### config.mk
export PLATFORM = sky130hd
export DESIGN_NAME = commit_trace_fifo_flat
export DESIGN_NICKNAME = d
export VERILOG_FILES = /design/src/rtl/commit_trace_fifo_if.sv /design/src/rtl/commit_trace_fifo.sv /design/src/flat_wrapper.sv
export SDC_FILE = /design/constraint.sdc
export NUM_CORES = 1
export LEC_CHECK = 0
export ABC_AREA = 1
export ABC_CLOCK_PERIOD_IN_PS = 13300
export CAP_MARGIN = 10
export CORE_MARGIN = 2
export CORE_UTILIZATION = 35
export CTS_CLUSTER_DIAMETER = 200
export DETAILED_ROUTE_END_ITERATION = 10
export GPL_ROUTABILITY_DRIVEN = 0
export GPL_TIMING_DRIVEN = 0
export PLACE_DENSITY = 0.49
export SLEW_MARGIN = 20
export SYNTH_ARGS = -nofsm -noshare
export SYNTH_HDL_FRONTEND = slang
export SYNTH_SLANG_ARGS = --single-unit
### constraint.sdc
create_clock -name clock -period 13.3 [get_ports clock]
set_input_delay 1.995 -clock clock [delete_from_list [all_inputs] [get_ports clock]]
set_output_delay 1.995 -clock clock [all_outputs]
set_load 0.03 [all_outputs]
### src/rtl/commit_trace_fifo_if.sv
// Trace drain bus between commit_trace_fifo and its trace/difftest consumer.
// The producer side holds the head entry stable until trace_ready accepts it.
interface commit_trace_fifo_if;
    logic        trace_valid;
    logic        trace_ready;
    logic [31:0] trace_pc;
    logic [31:0] trace_inst;
    logic [3:0]  trace_excType;
    logic [31:0] trace_seq;

    modport master (
        output trace_valid,
        input  trace_ready,
        output trace_pc,
        output trace_inst,
        output trace_excType,
        output trace_seq
    );

    modport slave (
        input  trace_valid,
        output trace_ready,
        input  trace_pc,
        input  trace_inst,
        input  trace_excType,
        input  trace_seq
    );
endinterface

### src/rtl/commit_trace_fifo.sv
// Retirement trace capture: sequence-tagged FIFO, retire/exception/drop
// statistics and a no-retire watchdog. Never back-pressures the pipeline.
module commit_trace_fifo #(
    parameter int DEPTH       = 8,
    parameter int WDOG_CYCLES = 1024
) (
    input  logic                     clock,
    input  logic                     reset,
    input  logic                     SI_EX_WB_ioValid,
    input  logic [31:0]              SI_EX_WB_pc,
    input  logic [31:0]              SI_EX_WB_inst,
    input  logic [3:0]               SI_EX_WB_excType,
    input  logic                     clear_sticky,
    commit_trace_fifo_if.master      trace,
    output logic [$clog2(DEPTH):0]   count,
    output logic [63:0]              retire_cnt,
    output logic [31:0]              exc_cnt,
    output logic [15:0]              drop_cnt,
    output logic                     overflow,
    output logic                     hang
);
    localparam int AW = $clog2(DEPTH);
    localparam int WW = $clog2(WDOG_CYCLES);

    localparam logic [AW:0]   CNT_FULL = (AW+1)'(DEPTH);
    localparam logic [AW:0]   CNT_ONE  = (AW+1)'(1);
    localparam logic [AW-1:0] PTR_ONE  = AW'(1);
    localparam logic [WW-1:0] WD_ONE   = WW'(1);
    localparam logic [WW-1:0] WD_LIM   = WW'(WDOG_CYCLES - 2);

    typedef struct packed {
        logic [31:0] pc;
        logic [31:0] inst;
        logic [3:0]  exc;
        logic [31:0] seq;
    } entry_t;

    typedef enum logic [1:0] {
        IDLE = 2'd0,
        RUN  = 2'd1,
        HUNG = 2'd2
    } wd_state_t;

    entry_t          mem [DEPTH];
    entry_t          head_e;
    entry_t          new_e;
    logic [AW-1:0]   head;
    logic [AW-1:0]   tail;
    logic [31:0]     seq_next;
    logic [WW-1:0]   wdog;
    wd_state_t       wd_state;

    logic            empty;
    logic            full;
    logic            do_pop;
    logic            do_push;
    logic            do_drop;
    logic            is_exc;

    always_comb begin
        empty   = (count == '0);
        full    = (count == CNT_FULL);
        do_pop  = !empty && trace.trace_ready;
        do_push = SI_EX_WB_ioValid && (!full || do_pop);
        do_drop = SI_EX_WB_ioValid && full && !do_pop;
        is_exc  = (SI_EX_WB_excType != 4'd0);
        head_e  = mem[head];
        new_e   = '{pc:   SI_EX_WB_pc,
                    inst: SI_EX_WB_inst,
                    exc:  SI_EX_WB_excType,
                    seq:  seq_next};
    end

    // Outputs are forced to zero while empty so stale storage never leaks.
    assign trace.trace_valid   = !empty;
    assign trace.trace_pc      = empty ? 32'd0 : head_e.pc;
    assign trace.trace_inst    = empty ? 32'd0 : head_e.inst;
    assign trace.trace_excType = empty ? 4'd0  : head_e.exc;
    assign trace.trace_seq     = empty ? 32'd0 : head_e.seq;

    always_ff @(posedge clock) begin
        if (do_push) begin
            mem[tail] <= new_e;
        end
    end

    always_ff @(posedge clock or negedge reset) begin
        if (!reset) begin
            head  <= '0;
            tail  <= '0;
            count <= '0;
        end else begin
            if (do_pop) begin
                head <= head + PTR_ONE;
            end
            if (do_push) begin
                tail <= tail + PTR_ONE;
            end
            unique case ({do_push, do_pop})
                2'b10:   count <= count + CNT_ONE;
                2'b01:   count <= count - CNT_ONE;
                default: count <= count;
            endcase
        end
    end

    // Dropped retirements still consume a sequence number.
    always_ff @(posedge clock or negedge reset) begin
        if (!reset) begin
            seq_next   <= '0;
            retire_cnt <= '0;
            exc_cnt    <= '0;
        end else if (SI_EX_WB_ioValid) begin
            seq_next   <= seq_next + 32'd1;
            retire_cnt <= retire_cnt + 64'd1;
            if (is_exc) begin
                exc_cnt <= exc_cnt + 32'd1;
            end
        end
    end

    // A drop in the same cycle as clear_sticky wins over the clear.
    always_ff @(posedge clock or negedge reset) begin
        if (!reset) begin
            overflow <= 1'b0;
            drop_cnt <= '0;
        end else if (do_drop) begin
            overflow <= 1'b1;
            if (clear_sticky) begin
                drop_cnt <= 16'd1;
            end else if (drop_cnt != 16'hFFFF) begin
                drop_cnt <= drop_cnt + 16'd1;
            end
        end else if (clear_sticky) begin
            overflow <= 1'b0;
            drop_cnt <= '0;
        end
    end

    always_ff @(posedge clock or negedge reset) begin
        if (!reset) begin
            wd_state <= IDLE;
            wdog     <= '0;
            hang     <= 1'b0;
        end else begin
            unique case (wd_state)
                IDLE: begin
                    wdog <= '0;
                    if (SI_EX_WB_ioValid) begin
                        wd_state <= RUN;
                    end
                end
                RUN: begin
                    if (SI_EX_WB_ioValid || clear_sticky) begin
                        wdog <= '0;
                    end else if (wdog == WD_LIM) begin
                        wd_state <= HUNG;
                        wdog     <= wdog + WD_ONE;
                    end else begin
                        wdog <= wdog + WD_ONE;
                    end
                end
                HUNG: begin
                    if (SI_EX_WB_ioValid || clear_sticky) begin
                        wd_state <= RUN;
                        wdog     <= '0;
                    end
                end
                default: begin
                    wd_state <= IDLE;
                    wdog     <= '0;
                end
            endcase
            if (clear_sticky) begin
                hang <= 1'b0;
            end else if (wd_state == RUN && !SI_EX_WB_ioValid
                         && wdog == WD_LIM) begin
                hang <= 1'b1;
            end
        end
    end
endmodule

### src/flat_wrapper.sv
// flat-port wrapper written by rule: the top's interface ports become plain ports
module commit_trace_fifo_flat 
#(
    parameter int DEPTH       = 8,
    parameter int WDOG_CYCLES = 1024
)
  (clock, reset, SI_EX_WB_ioValid, SI_EX_WB_pc, SI_EX_WB_inst, SI_EX_WB_excType, clear_sticky, count, retire_cnt, exc_cnt, drop_cnt, overflow, hang, trace_trace_valid, trace_trace_ready, trace_trace_pc, trace_trace_inst, trace_trace_excType, trace_trace_seq);
  commit_trace_fifo_if trace_i ();
  input  logic clock;
  input  logic reset;
  input  logic SI_EX_WB_ioValid;
  input  logic [31:0] SI_EX_WB_pc;
  input  logic [31:0] SI_EX_WB_inst;
  input  logic [3:0] SI_EX_WB_excType;
  input  logic clear_sticky;
  output logic [$clog2(DEPTH):0] count;
  output logic [63:0] retire_cnt;
  output logic [31:0] exc_cnt;
  output logic [15:0] drop_cnt;
  output logic overflow;
  output logic hang;
  output wire logic [$bits(trace_i.trace_valid)-1:0] trace_trace_valid;
  input wire logic [$bits(trace_i.trace_ready)-1:0] trace_trace_ready;
  output wire logic [$bits(trace_i.trace_pc)-1:0] trace_trace_pc;
  output wire logic [$bits(trace_i.trace_inst)-1:0] trace_trace_inst;
  output wire logic [$bits(trace_i.trace_excType)-1:0] trace_trace_excType;
  output wire logic [$bits(trace_i.trace_seq)-1:0] trace_trace_seq;
  assign trace_trace_valid = trace_i.trace_valid;
  assign trace_i.trace_ready = trace_trace_ready;
  assign trace_trace_pc = trace_i.trace_pc;
  assign trace_trace_inst = trace_i.trace_inst;
  assign trace_trace_excType = trace_i.trace_excType;
  assign trace_trace_seq = trace_i.trace_seq;
  commit_trace_fifo #(.DEPTH(DEPTH), .WDOG_CYCLES(WDOG_CYCLES)) u_core (.clock(clock), .reset(reset), .SI_EX_WB_ioValid(SI_EX_WB_ioValid), .SI_EX_WB_pc(SI_EX_WB_pc), .SI_EX_WB_inst(SI_EX_WB_inst), .SI_EX_WB_excType(SI_EX_WB_excType), .clear_sticky(clear_sticky), .trace(trace_i), .count(count), .retire_cnt(retire_cnt), .exc_cnt(exc_cnt), .drop_cnt(drop_cnt), .overflow(overflow), .hang(hang));
endmodule
== Yosys cells after proc, flatten, opt, wreduce, memory -nomap -nowiden ==
Memories as Yosys holds them, arrays and structs flattened.
Index checks and enable logic that the tools add are counted.

* Register bits after elaboration: 168
* Bits in writable memories: 800
* Input bits: 73
* Logic and storage cells: 77
* Memories: 1

* Add/subtract/negate cells: 9
* Equal/unequal tests: 11
* Muxes and demuxes: 23
* Reduce and logical (&&, ||, !) cells: 22

{| class="wikitable"
|+ Memories
! memory !! words !! width !! read ports !! clocked after memory_dff !! wr ports !! RTL line !! source
|-
| u_core.mem || 8 || 100 || 1 || 0 || 1 || commit_trace_fifo.sv:44 || <nowiki>entry_t mem [DEPTH];</nowiki>
|}

{| class="wikitable"
|+ Operator list
! cell !! count
|-
| two-way mux 32 bit || 3
|-
| adder 32 x 1 -> 32 bit (second input constant) || 2
|-
| adder 64 x 1 -> 64 bit (second input constant) || 1
|-
| two-way mux 16 bit || 4
|-
| two-way mux 10 bit || 2
|-
| case mux 10 bit (2 select lines) || 1
|-
| adder 16 x 1 -> 16 bit (second input constant) || 1
|-
| inequality test 16 bit (second input constant) || 1
|-
| adder 10 x 1 -> 10 bit (second input constant) || 1
|-
| == test 10 bit (second input constant) || 1
|-
| two-way mux 2 bit || 4
|-
| case mux 4 bit (2 select lines) || 1
|-
| nonzero test 2 bit || 4
|-
| adder 3 x 1 -> 3 bit (second input constant) || 2
|-
| logical AND 1 bit || 6
|-
| two-way mux 1 bit || 6
|-
| case mux 2 bit (3 select lines) || 1
|-
| adder 4 x 1 -> 4 bit (second input constant) || 1
|-
| == test 2 x 1 -> 1 bit (second input constant) || 2
|-
| == test 2 bit (second input constant) || 2
|-
| == test 4 bit (second input constant) || 1
|-
| zero test 1 bit || 4
|-
| zero test 4 bit || 1
|-
| two-way mux 4 bit || 1
|-
| other kinds (8) || 12
|}

== Depth between registers and ports, before layout ==
* Depth in word-level cells: 7
* Depth in mapped cells: 16

== Worst setup path after synthesis ==
No wires, ideal clock.

* Path type: input port to flip-flop
* From: in SI_EX_WB_ioValid
* To: mem u_core.mem[0][0] in the netlist's numbering (enable)
* Arrival time: 6.876 ns
* Required time: 12.740 ns
* Setup slack: 5.865 ns
* Cell stages on the path: 5
* Buffers on the path: 2
* Cell sequence: buf_2 -> buf_4 -> nand2_1 -> or2_2 -> nor2_1

* Word-level cells in the longest chain between the ends: 3

{| class="wikitable"
|+ RTL lines
! element !! RTL line !! source
|-
| start, declared || flat_wrapper.sv:11 || <nowiki>input logic SI_EX_WB_ioValid;</nowiki>
|-
| logical AND 1 bit || commit_trace_fifo.sv:64 || <nowiki>do_push = SI_EX_WB_ioValid && (!full || do_pop);</nowiki>
|-
| two-way mux 1 bit || commit_trace_fifo.sv:82 || <nowiki>if (do_push) begin</nowiki>
|-
| two-way mux 1 bit (implied by the code) || commit_trace_fifo.sv:83 || <nowiki>mem[tail] <= new_e;</nowiki>
|-
| end, declared || commit_trace_fifo.sv:44 ||
|}

Every way passes these cells.

== Worst setup path in the final report ==
* From: reg u_core.head[0]
* To: out trace_trace_seq[21]

* Word-level cells in the longest chain between the ends: 2

{| class="wikitable"
|+ RTL lines
! element !! RTL line !! source
|-
| start, declared || commit_trace_fifo.sv:47 || <nowiki>logic [AW-1:0] head;</nowiki>
|-
| start signal, assigned || commit_trace_fifo.sv:94 || <nowiki>head <= head + PTR_ONE;</nowiki>
|-
| memory read (8 x 100 bit) || n/a ||
|-
| two-way mux 32 bit || commit_trace_fifo.sv:79 || <nowiki>assign trace.trace_seq = empty ? 32'd0 : head_e.seq;</nowiki>
|-
| end, declared || flat_wrapper.sv:27 || <nowiki>output wire logic [$bits(trace_i.trace_seq)-1:0] trace_trace_seq;</nowiki>
|}

Every way passes these cells.

==> run summary <==
After detailed routing, the met2 layer carries 59710 um of wire. The clock-pin slew on the worst setup and hold paths works out to 0.06 ns. Setup repair after global routing left no endpoint under its margin. In the routed layout, each cell is associated on average with a via count of 5.010. The worst path meets setup with 7.128 ns of slack. The count of buffers added on input and output ports is 289. The run gives 0.2029 as the overall global routing resource usage. For this block, wires on met1 add up to 54870 um. The share of cells above drive strength 1 is 0.07728, and the total via count in the routed design is 29174.

STA classifies the critical path endpoint as a primary output. The logs give 0.4680 ns for the worst hold slack across all endpoints and 123800 um for the final routed wirelength across all metal layers. The hold violation total from the final report was 0. After detailed routing, the met3 layer carries 6815 um of wire. A synthesized cell averages 10.97 um^2. Clock latency on the worst-skew pair, taken at its later pin, is 0.70 ns.

The count of nets left with antenna violations after detail routing was 0. Data arrives at the worst endpoint at 4.18 ns. The floorplan step set the die height to 347.2 um. The logs give 116500 um^2 for the core footprint and 11.31 ns for the data required time of the critical path. For this run, the leading register cell type out of synthesis is edfxtp_1. Leaving out fill and tap cells, the most frequent cell in the layout is nor2_1. Counting every sink on the clock net gives 968.

Counting the buffers created by CTS gives 108. Register bit total from synthesis: 968. The top cell types in the final layout, fill and taps aside, are nor2_1, edfxtp_1, nand2_1.

During synthesis, Yosys emitted a total of 0 warnings. Post-CTS timing repair inserted 0 buffers for setup. The floorplan step set the die width to 347.2 um. The initial detailed-routing violation count is 2326. After synthesis the cells add up to 41220 um^2. The synthesized design contains 800 enable-type register cells. The run gives 0 as the max-slew violation count.

Entering global routing, the biggest net connects 82 pins. In the final design database the tool counted 4286 nets. For the cell area after placement, the log shows 47190 um^2. The post-synthesis to final-layout area growth was 23.54%.

Class of the most critical setup path: reg -> out. The floorplan has 125 rows. The areal power density over the cells works out to 225.0 nW/um^2.

The run finished with clean final reports. The basic-gate share of the synthesized area counting and, or, nand and nor cells works out to 0.1672. For the worst max-slew margin expressed relative to the limit, the log shows 0.4544. The minimum clock period is 6.172 ns, and the total overflow reported by the global router is 0. Synthesis handed over a netlist of 3758 instances. The tools report the starting utilization of the core area as 0.3538.

Startpoint kind of the worst setup timing path: a register. The tools report the first-pass iteration count of the detailed router as 5. For the post-cts repair resize count, the log shows 0. By area, the combinational part of the netlist is dominated by simple AND/OR/NAND/NOR gates. The run gives 29085 as the number of global-route vias before repair. The share of synthesized registers carrying an async set or reset works out to 0.1736.

The number of library cell types mapped by synthesis is 43, and the area of the die is 120500 um^2. Counting along the longest clock path gives a buffer depth of 3. The number of buffers inserted by hold repair at cts came out at 0. Buffer type at the clock tree root: clkbuf_16.

The analysis attributes to cell leakage a power of 18.01 nW. The finished cells cover 50920 um^2. Actual slew at the worst max-slew pin: 0.8184 ns. For this run, design rule violations remaining after detail routing come to 0. The path class of the lowest-slack min-delay path is reg -> reg. Setup violations remaining at the end of the flow were counted as 0. The adder-cell share of the synthesized area was 0.002732. The worst reg-to-reg setup slack is 10.69 ns. The run gives 82610 um as the half-perimeter wire length of the detailed placement result. The XOR/XNOR share of the synthesized area was 0.01997; the worst clock skew on the final layout was 0.04013 ns. Across the run, the number of max-cap violations was 0. The ratio of final minimum period to clock period is 0.4641, and the achievable frequency is 162.0 MHz.

The initial antenna violation count was 3. 292 I/O pins were placed. Counting the fill cells in the layout gives 10943. In the final routed layout, each cell accounts on average for 21.26 um. The tools report the cell count after placement as 5618. The H-tree was split into 3 levels.

The tools report the first-pass GRT wire length as 185900 um. The top layer used by detailed routing is met5. The synthesized-area fraction occupied by ao, oa, aoi and oai cells is 0.08794, and the multiplexer share of the synthesized area is 0. Timing analysis after detailed placement gives a worst setup slack of 7.789 ns. The largest fanout on the critical path is 10, and the final standard cell count with taps included and fillers excluded is 5823. TritonCTS built the clock tree. The share of synthesized area occupied by flip-flops and latches is 0.6848.

The number of nets handed over by synthesis was 3840. The worst-case IR drop observed on VDD is 0.0001359 V. Setup TNS: 0 ns.
## registers in the layout (all words and copies together), names as in the netlist
signal / flops
u_core.wd_state: 2
u_core.tail: 3
u_core.hang: 1
u_core.wdog: 10
u_core.count: 4
u_core.mem: 800
u_core.retire_cnt: 64
u_core.overflow: 1
u_core.head: 3
u_core.exc_cnt: 32
u_core.seq_next: 32
u_core.drop_cnt: 16
## cells by family after synthesis
logic type                 after synthesis
buffers and inverters                  344
and+or+nand+nor                       1701
xor gates and xnor gates                94
DFF                                    968
adders and majority gates                9
AOI/OAI and AO/OA                      642
## metal layers
metal / track usage / up-vias
li1: - / 13945
met1: 0.2720 / 14268
met2: 0.3410 / 795
met3: 0.03820 / 164
met4: 0.04579 / 2
met5: 0 / -
## cells in the mapped netlist (3+ instances only)
cell type / number / area, um^2
dfrtp_1: 168 / 4204
nand4_1: 44 / 275.3
xor2_1: 65 / 569.3
nand3_1: 86 / 430.4
nor2_2: 11 / 68.82
a21oi_1: 3 / 15.01
edfxtp_1: 800 / 24020
inv_1: 162 / 608.1
nor2_4: 5 / 56.30
buf_1: 13 / 48.80
nor3_4: 3 / 48.80
xnor2_1: 29 / 254.0
clkbuf_1: 94 / 352.8
ha_1: 9 / 112.6
o21bai_1: 3 / 22.52
o21ai_0: 352 / 1762
o22ai_1: 5 / 31.28
nor2_1: 1007 / 3780
buf_2: 44 / 220.2
nand2_2: 4 / 25.02
nor3_1: 37 / 185.2
buf_6: 22 / 247.7
nand3b_1: 14 / 105.1
o32ai_1: 100 / 875.8
buf_4: 5 / 37.54
nand2_1: 478 / 1794
o21ai_1: 174 / 870.8
## area by class of cell
type,instances,area (um^2),area share
diodes,3,7.507,0.0001474
plain buffers,179,924.6,0.01816
clock buffers,148,3065,0.06020
clock inverters,54,656.9,0.01290
inverters,165,619.3,0.01216
multi-input cells,2446,11510,0.2260
flip-flops and latches,968,28230,0.5543
well taps,1524,1907,0.03745
repair buffers,336,4004,0.07863
## stage by stage
stage / utilization / power [mW]
after floorplan: - / 6.428
after global placement: 0.3950 / 8.431
after detailed placement: 0.4050 / 8.470
after CTS: 0.4370 / 11.60
after global routing: 0.4370 / 12.04
final: 0.4370 / 11.46
## critical path: stages, from the launching register on
cell and delay [ns]:
dfrtp_1 0.48, inv_2 0.21, buf_4 0.29, buf_2 0.53
buf_2 0.41, nor2_1 0.07, o32ai_1 0.12, nor2_1 0.07
nor2_1 0.48, clkdlybuf4s50_1 0.78
## power breakdown
group,total [mW],internal [mW],switching [mW],leakage (nW)
logic,4.54,1.46,3.08,6.76
registers,3.82,3.67,0.150,9.42
clock network,3.11,1.86,1.24,1.82
## final timing paths
path / start / to / cells past startpoint
worst max-delay path: u_core.head[0] / trace_trace_seq[21] / 9
worst min-delay path: u_core.wd_state[0] / u_core.wd_state[0] / 1
worst max register to register: u_core.count[2] / u_core.mem[1][82] / 8
worst min register to register: u_core.wd_state[0] / u_core.wd_state[0] / 1
max in group asynchronous: reset / u_core.retire_cnt[6] / 3
min in group asynchronous: reset / u_core.exc_cnt[30] / 1
Power figures use the tool's default switching activity.
